<file path="config.mk">
export PLATFORM = sky130hd
export DESIGN_NAME = pzcorebus_ordered_response_mux
export DESIGN_NICKNAME = d
export VERILOG_FILES = /design/src/rtl/pzcorebus_ordered_response_mux.sv
export SDC_FILE = /design/constraint.sdc
export NUM_CORES = 1
export LEC_CHECK = 0
export CAP_MARGIN = 20
export CORE_MARGIN = 3
export CORE_UTILIZATION = 28
export DETAILED_ROUTE_END_ITERATION = 10
export GPL_ROUTABILITY_DRIVEN = 0
export PLACE_DENSITY_LB_ADDON = 0.1
export RECOVER_POWER = 25
export SLEW_MARGIN = 20
export SYNTH_ARGS = -nofsm -noshare
export SYNTH_HDL_FRONTEND = slang
export SYNTH_SLANG_ARGS = --single-unit
</file>
<file path="constraint.sdc">
create_clock -name i_clk -period 5.55 [get_ports i_clk]
set_input_delay 1.665 -clock i_clk [delete_from_list [all_inputs] [get_ports i_clk]]
set_output_delay 1.665 -clock i_clk [all_outputs]
set_load 0.03 [all_outputs]
</file>
<file path="src/rtl/pzcorebus_ordered_response_mux.sv">
// Ordered response mux: a select FIFO records which slave owns each outstanding packet and
// steers that slave's response beats to the master port. Optional output skid buffer via
// PZCOREBUS_ORDERED_RESPONSE_MUX_OUTPUT_SLICE_EN.
module pzcorebus_ordered_response_mux #(
    parameter int SLAVES         = 2,
    parameter int RESPONSE_WIDTH = 64,
    parameter int DEPTH          = 4,
    parameter int SELECT_WIDTH   = (SLAVES > 1) ? $clog2(SLAVES) : 1
) (
    input  logic                                     i_clk,
    input  logic                                     i_rst_n,
    input  logic                                     i_select_valid,
    output logic                                     o_select_ready,
    input  logic [SELECT_WIDTH-1:0]                  i_select,
    output logic                                     o_select_error,
    output logic [$clog2(DEPTH+1)-1:0]               o_outstanding,
    input  logic [SLAVES-1:0]                        i_slave_sresp_valid,
    output logic [SLAVES-1:0]                        o_slave_mresp_accept,
    input  logic [SLAVES-1:0][RESPONSE_WIDTH-1:0]    i_slave_sresp,
    input  logic [SLAVES-1:0]                        i_slave_sresp_last,
    output logic                                     o_master_sresp_valid,
    input  logic                                     i_master_mresp_accept,
    output logic [RESPONSE_WIDTH-1:0]                o_master_sresp,
    output logic                                     o_master_sresp_last
);
    localparam int PTR_WIDTH = (DEPTH > 1) ? $clog2(DEPTH) : 1;
    localparam int CNT_WIDTH = $clog2(DEPTH + 1);
    localparam logic [SELECT_WIDTH:0]  SLAVE_COUNT = (SELECT_WIDTH + 1)'(SLAVES);
    localparam logic [PTR_WIDTH-1:0]   PTR_LAST    = PTR_WIDTH'(DEPTH - 1);
    localparam logic [CNT_WIDTH-1:0]   CNT_FULL    = CNT_WIDTH'(DEPTH);

    logic [SELECT_WIDTH-1:0]   fifo_r [DEPTH];
    logic [PTR_WIDTH-1:0]      wr_ptr_r;
    logic [PTR_WIDTH-1:0]      rd_ptr_r;
    logic [CNT_WIDTH-1:0]      count_r;
    logic                      error_r;

    logic                      full_s;
    logic                      empty_s;
    logic                      in_range_s;
    logic                      push_s;
    logic                      pop_s;
    logic [SELECT_WIDTH-1:0]   head_s;
    logic                      merged_valid_s;
    logic                      merged_last_s;
    logic                      merged_accept_s;
    logic [RESPONSE_WIDTH-1:0] merged_data_s;
    logic [SLAVES-1:0]         slave_accept_s;

    function automatic logic [PTR_WIDTH-1:0] next_ptr(input logic [PTR_WIDTH-1:0] ptr);
        if (ptr == PTR_LAST) begin
            return {PTR_WIDTH{1'b0}};
        end else begin
            return ptr + PTR_WIDTH'(1);
        end
    endfunction

    // Select FIFO status and push qualification
    always_comb begin
        full_s     = (count_r == CNT_FULL);
        empty_s    = (count_r == {CNT_WIDTH{1'b0}});
        in_range_s = ({1'b0, i_select} < SLAVE_COUNT);
        push_s     = i_select_valid && !full_s && in_range_s;
        head_s     = fifo_r[rd_ptr_r];
    end

    // Steer the head slave onto the merged path; everyone else is held off
    always_comb begin
        merged_valid_s = 1'b0;
        merged_last_s  = 1'b0;
        merged_data_s  = {RESPONSE_WIDTH{1'b0}};
        slave_accept_s = {SLAVES{1'b0}};
        if (!empty_s) begin
            merged_valid_s         = i_slave_sresp_valid[head_s];
            merged_last_s          = i_slave_sresp_last[head_s];
            merged_data_s          = i_slave_sresp[head_s];
            slave_accept_s[head_s] = merged_accept_s;
        end else begin
            slave_accept_s = {SLAVES{1'b0}};
        end
        pop_s = merged_valid_s && merged_accept_s && merged_last_s;
    end

    // Select FIFO storage, pointers, occupancy and error pulse
    always_ff @(posedge i_clk or negedge i_rst_n) begin
        if (!i_rst_n) begin
            for (int i = 0; i < DEPTH; i++) begin
                fifo_r[i] <= {SELECT_WIDTH{1'b0}};
            end
            wr_ptr_r <= {PTR_WIDTH{1'b0}};
            rd_ptr_r <= {PTR_WIDTH{1'b0}};
            count_r  <= {CNT_WIDTH{1'b0}};
            error_r  <= 1'b0;
        end else begin
            if (push_s) begin
                fifo_r[wr_ptr_r] <= i_select;
                wr_ptr_r         <= next_ptr(wr_ptr_r);
            end
            if (pop_s) begin
                rd_ptr_r <= next_ptr(rd_ptr_r);
            end
            case ({push_s, pop_s})
                2'b10:   count_r <= count_r + CNT_WIDTH'(1);
                2'b01:   count_r <= count_r - CNT_WIDTH'(1);
                default: count_r <= count_r;
            endcase
            error_r <= i_select_valid && !full_s && !in_range_s;
        end
    end

    assign o_select_ready       = !full_s;
    assign o_select_error       = error_r;
    assign o_outstanding        = count_r;
    assign o_slave_mresp_accept = slave_accept_s;

`ifdef PZCOREBUS_ORDERED_RESPONSE_MUX_OUTPUT_SLICE_EN
    logic                      out_valid_r;
    logic                      out_last_r;
    logic [RESPONSE_WIDTH-1:0] out_data_r;
    logic                      skid_valid_r;
    logic                      skid_last_r;
    logic [RESPONSE_WIDTH-1:0] skid_data_r;
    logic                      in_fire_s;
    logic                      out_free_s;

    // Upstream is accepted whenever the skid slot is free
    always_comb begin
        merged_accept_s = !skid_valid_r;
        in_fire_s       = merged_valid_s && !skid_valid_r;
        out_free_s      = !out_valid_r || i_master_mresp_accept;
    end

    // Output register refills from the skid slot first to keep beat order
    always_ff @(posedge i_clk or negedge i_rst_n) begin
        if (!i_rst_n) begin
            out_valid_r  <= 1'b0;
            out_last_r   <= 1'b0;
            out_data_r   <= {RESPONSE_WIDTH{1'b0}};
            skid_valid_r <= 1'b0;
            skid_last_r  <= 1'b0;
            skid_data_r  <= {RESPONSE_WIDTH{1'b0}};
        end else if (out_free_s) begin
            if (skid_valid_r) begin
                out_valid_r  <= 1'b1;
                out_last_r   <= skid_last_r;
                out_data_r   <= skid_data_r;
                skid_valid_r <= 1'b0;
            end else if (in_fire_s) begin
                out_valid_r <= 1'b1;
                out_last_r  <= merged_last_s;
                out_data_r  <= merged_data_s;
            end else begin
                out_valid_r <= 1'b0;
            end
        end else if (in_fire_s) begin
            skid_valid_r <= 1'b1;
            skid_last_r  <= merged_last_s;
            skid_data_r  <= merged_data_s;
        end
    end

    assign o_master_sresp_valid = out_valid_r;
    assign o_master_sresp_last  = out_last_r;
    assign o_master_sresp       = out_data_r;
`else
    // Zero-latency path: downstream accept feeds straight back to the head slave
    always_comb begin
        merged_accept_s = i_master_mresp_accept;
    end

    assign o_master_sresp_valid = merged_valid_s;
    assign o_master_sresp_last  = merged_last_s;
    assign o_master_sresp       = merged_data_s;
`endif

endmodule

</file>
* Word level (Yosys, flattened, before mapping)
Index checks and enable logic that the tools add are counted. W data, S select, Z words.
Cells by class: $add $sub $neg 4, multiply operators 0, div/mod/pow operators 0, magnitude comparators 5, equal/unequal tests 5, shift operators 0, multiplexer cells 21, bitwise operators 3, reduce and logical (&&, ||, !) cells 8
Operator list (number):
- $mux W64 | 3
- $mux W1 | 10
- $eq A2 B2 Y1 const B | 3
- $ge A3 B3 Y1 const B | 2
- $mux W2 | 3
- $not A2 Y3 | 2
- $pmux W3 S2 | 1
- $logic_and A1 B1 Y1 | 5
- $add A2 B1 Y2 const B | 2
- $bwmux W4 | 1
- $add A3 B1 Y3 const B | 1
- $eq A3 B3 Y1 const B | 1
- $logic_not A3 Y1 | 1
- $lt A3 B1 Y1 const B | 1
- $sub A3 B1 Y3 const B | 1
- $and A2 B2 Y2 | 1
- $bmux W1 S2 | 1
- $demux W1 S2 | 1
- $eq A2 B1 Y1 const B | 1
- $lt A1 B2 Y1 const B | 1
- $reduce_bool A2 Y1 | 1
- $demux W1 S1 | 1
- $ge A1 B1 Y1 const B | 1
- $logic_not A1 Y1 | 1
Storage, ports and cells: flip-flop bits (word level) 11, bits in latches 0, memory bits (writable) 0, ROM bits 0, input bits 137, output and inout bits 73, logic and storage cells 53, memories 0

* Logic depth before layout (Yosys ltp)
word-level depth 11, depth in mapped cells 10, depth with buffers taken out 10

* Worst setup path after synthesis
Ideal clock, no wire load.
kind input -> output, from input port i_slave_sresp[0] (netlist name), to output port o_master_sresp[0], arrival time 2217 ps, required time 3885 ps, slack 1668 ps, cell stages on the path 2, buffers on the path 0, cells stage by stage nand2_1 a21oi_1
Between the ends: cells in the longest elaborated chain, start to end 3
RTL lines:
- from (decl) | RTL line 19 | input logic [SLAVES-1:0][RESPONSE_WIDTH-1:0] i_slave_sresp,
- $mux W64 (implied by the code) (2 in a row) | RTL line 76 | merged_data_s = i_slave_sresp[head_s];
- $mux W64 | RTL line 73 | if (!empty_s) begin
- to (decl) | RTL line 23 | output logic [RESPONSE_WIDTH-1:0] o_master_sresp,
Every way passes these cells. The select of a mux whose other input is x is not followed.

* Worst setup path after layout
from register rd_ptr_r[0], to output port o_master_sresp[55]
Between the ends: cells in the longest elaborated chain, start to end 7
RTL lines:
- from (decl) | RTL line 34 | logic [PTR_WIDTH-1:0] rd_ptr_r;
- from (signal assigned) | RTL line 91 | rd_ptr_r <= {PTR_WIDTH{1'b0}};
- from (signal assigned) | RTL line 100 | rd_ptr_r <= next_ptr(rd_ptr_r);
- $not A2 Y3 (implied by the code) | RTL line 64 | head_s = fifo_r[rd_ptr_r];
- $bmux W1 S2 | RTL line 64
- $mux W1 (implied by the code) (2 in a row) | RTL line 64
- $mux W64 (implied by the code) (2 in a row) | RTL line 76
- $mux W64 | RTL line 73
Every way passes these cells. The select of a mux whose other input is x is not followed.

==> results.md <==
- Post-detailed-route wirelength per cell: 15.5 um
- Total global-route track usage: 23.6%
- Number of design rule violations left after detail routing: 0
- Post-CTS Setup Inserts: 0
- WP data required: 3.88 ns
- Number of sinks on the clock net: 11
- Total via count in the routed design: 2,529
- Area growth from synthesis to layout: 136%
- Crit share post-route: 88.1%
- First-pass GRT wire length: 12,200 um
- Total of cells resized after clock tree synthesis: 0
- Slowest CP cell: sky130_fd_sc_hd__mux4_2
- Critical Setup Path Class: flop to primary output
- Number of nets with antenna violations after detailed routing: 0
- Met3 Use GR: 8.65%
- Max Fclk: between 200 and 250 MHz
- Maximum Capacitance Violations: 0
- Number of placed I/O pins: 210
- Gr busiest metal: met2
- Least-Margin Pin Slew: 1.01 ns
- Initial standard-cell utilization of the core: 29.9%
- Detailed Route WL: 8410 um
- Standard-cell row count: 26
- List of cells traversed by the critical path: mux4_2 -> clkbuf_1 -> nand2_1 -> a21oi_1 -> clkdlybuf4s50_1
- Synth Cell Area: 1580 um2
- Critical Path Fanout Max: 55
- Setup tns final: 0 ns
- Cell family with most CP delay: buffers and inverters
- Worst Min Path Start: fifo_r[3]
- Max incr delay on CP: 1.05 ns
- Unrepaired setup endpoints after global routing: false
- Critical path endpoint category: primary output
- Antenna cell count: 0
- I/O Buffers: about 210
- CTS HTree Levels: 1
- Yosys Warn Count: 0
- Clock tree from TritonCTS: built
- Layout Skew: 0.00257 ns
- Flop-to-flop setup slack: 1.99 ns
- Post-layout utilization of the core: 70.6%
- Via-per-instance ratio: 4.65
- First-iteration detailed-routing DRC count: 142
- Number of hold violations in the final report: 0
- Relative slew margins: 32.9%
- Post-synthesis sequential area ratio: approximately 17%
- Insertion delay to the later sink of the worst-skew pair: 0.24 ns
- Number of instances on the worst hold path: 1
- Count of unique library cells instantiated by Yosys: 25
- Static leakage: ~1.6 nW
- Half-perimeter wire length of the detailed placement result: 6750 um
- Clock tree buffer depth: 2
- Clock root buffer: sky130_fd_sc_hd__clkbuf_8
- Pin count of the biggest net entering global routing: 56
- Total congestion overflow: 0
- Total buffers and inverters traversed by the critical path: 2
- Clock slew at reported path FFs: approximately 0.05 ns
- Yosys reg bits: 11
- Instance count of the mapped netlist: 280
- Layout cell share with drive strength beyond 1: about 3.2%
- Arrival time of the worst setup path: 3.22 ns
- Total number of nets in the final design: just over 600
- Die height: 81.2 um
- Die footprint: 6600 um2
- Critical Path Stages: 5
- Worst min-delay path endpoint: fifo_r[3]
- Met1 usage: 26.3%
- P per Cell Area: approximately 840 nW/um2
- Number of iterations in the first detailed-routing pass: 5
- Reg-to-reg critical path endpoint: o_outstanding[2]
- TritonCTS Buffers: 3
- Classification of the worst-slack hold path: flop to flop
- Number of hold-repair buffers added at the cts stage: 0
- Core area: 5300 um2
- Initial antenna violation count: 0
- Max VDD drop: approximately 0.00054 V
- Final Critical Period: roughly 4.9 ns
- Startpoint of the worst-slack reg-to-reg timing path: rd_ptr_r[0]
- Width of the die: 81.2 um
- Via count of the first global-routing pass: 2,386
- Run status: completed
- Setup-failing EPs final: 0
- Syn nets: 424
- Global Route met2 Usage: 42.7%
- Launching element type of the critical path: flop
- Synthesized area per cell: 5.66 um2
- Fin. max-slew vios: 0
- Reg2reg path depth: 11
[how the worst max path moves through the flow]
stage	start	slack, ns	end
4_1_cts	i_slave_sresp_last[0]	0.79	o_master_sresp_last
6_report	rd_ptr_r[0]	0.66	o_master_sresp[55]
2_1_floorplan	i_slave_sresp[0]	1.67	o_master_sresp[0]
3_5_place_dp	i_slave_sresp_last[0]	0.81	o_master_sresp_last
5_1_grt	rd_ptr_r[0]	0.37	o_master_sresp[55]
3_3_place_gp	i_slave_sresp[88]	0.78	o_master_sresp[24]
[registers in the layout (all words and copies together) (netlist names)]
name / cells
o_outstanding: 3
fifo_r: 4
rd_ptr_r: 2
wr_ptr_r: 2
[synth_stat cells]
library cell	n	area share, %
sky130_fd_sc_hd__a21boi_1	1	0.47
sky130_fd_sc_hd__a21o_1	1	0.47
sky130_fd_sc_hd__a21oi_1	66	21
sky130_fd_sc_hd__buf_1	1	0.24
sky130_fd_sc_hd__buf_2	5	1.6
sky130_fd_sc_hd__buf_4	1	0.47
sky130_fd_sc_hd__clkbuf_1	15	3.6
sky130_fd_sc_hd__conb_1	1	0.24
sky130_fd_sc_hd__dfrtp_1	11	17
sky130_fd_sc_hd__fa_1	1	1.3
sky130_fd_sc_hd__ha_1	6	4.7
sky130_fd_sc_hd__inv_1	7	1.7
sky130_fd_sc_hd__mux2_2	6	4.3
sky130_fd_sc_hd__mux2_4	2	1.9
sky130_fd_sc_hd__mux2i_1	3	1.9
sky130_fd_sc_hd__mux4_2	1	1.4
sky130_fd_sc_hd__nand2_1	138	33
sky130_fd_sc_hd__nand2b_1	1	0.40
sky130_fd_sc_hd__nand3_1	1	0.32
sky130_fd_sc_hd__nand3b_1	1	0.47
sky130_fd_sc_hd__nor2_1	6	1.4
sky130_fd_sc_hd__nor3_1	1	0.32
sky130_fd_sc_hd__o21ai_0	1	0.32
sky130_fd_sc_hd__xnor2_1	1	0.55
sky130_fd_sc_hd__xor2_1	2	1.1
[cell type report]
type,count,area (um2)
Fill cell,437,1560
Tap cell,70,87.6
Multi-Input combinational cell,240,1190
Clock buffer,4,45.0
Sequential cell,11,275
Timing Repair Buffer,212,2120
Inverter,7,26.3
[report_power, final]
part | total [mW] | switching (mW) | internal [mW] | leakage [nW]
clock | 0.0798 | 0.0294 | 0.0504 | 0.0228
combinational | 2.90 | 1.75 | 1.14 | 1.42
sequential | 0.173 | 0.0495 | 0.123 | 0.130
[cell usage in the layout, fill, tap and decap left out, types with 2 or more instances in the layout]
cell	instances
sky130_fd_sc_hd__xor2_1	2
sky130_fd_sc_hd__mux2_2	6
sky130_fd_sc_hd__clkbuf_8	3
sky130_fd_sc_hd__ha_1	6
sky130_fd_sc_hd__a21oi_1	66
sky130_fd_sc_hd__nand2_1	138
sky130_fd_sc_hd__buf_4	2
sky130_fd_sc_hd__mux2i_1	3
sky130_fd_sc_hd__clkbuf_1	2
sky130_fd_sc_hd__clkdlybuf4s50_1	202
sky130_fd_sc_hd__inv_1	7
sky130_fd_sc_hd__dfrtp_1	11
sky130_fd_sc_hd__nor2_1	6
sky130_fd_sc_hd__dlygate4sd3_1	6
[metal layers]
metal / vias to the layer above / part of all wire (%)
li1: 1287 / -
met1: 1110 / 36
met2: 120 / 50
met3: 12 / 12
met4: 0 / 1.7
met5: - / 0
[stage by stage]
step | hold WS, ns | setup WS [ns] | instance area, um2 | instances | total power, mW
4_1_cts | 0.535 | 0.791 | 3750 | 544 | 3.20
3_5_place_dp | 0.524 | 0.805 | 3710 | 540 | 3.10
6_report | 0.535 | 0.661 | 3750 | 544 | 3.15
3_3_place_gp | 0.519 | 0.784 | 3710 | 540 | 3.08
5_1_grt | 0.553 | 0.374 | 3750 | 544 | 3.35
2_1_floorplan | 0.496 | 1.67 | 1580 | 280 | 1.93
[cells by family after synthesis]
| kind of cell | count (synthesis) | synth area share, % |
|---|---|---|
| AO/OA/AOI/OAI | 69 | 22.1 |
| XOR/XNOR | 3 | 1.66 |
| adder cells (fa/ha/maj) | 7 | 6.00 |
| buffers and inverters | 29 | 7.50 |
| flip-flops | 11 | 17.4 |
| multiplexers | 12 | 9.48 |
| other | 1 | 0.237 |
| AND/OR/NAND/NOR | 148 | 35.6 |
Power figures use the tool's default switching activity.
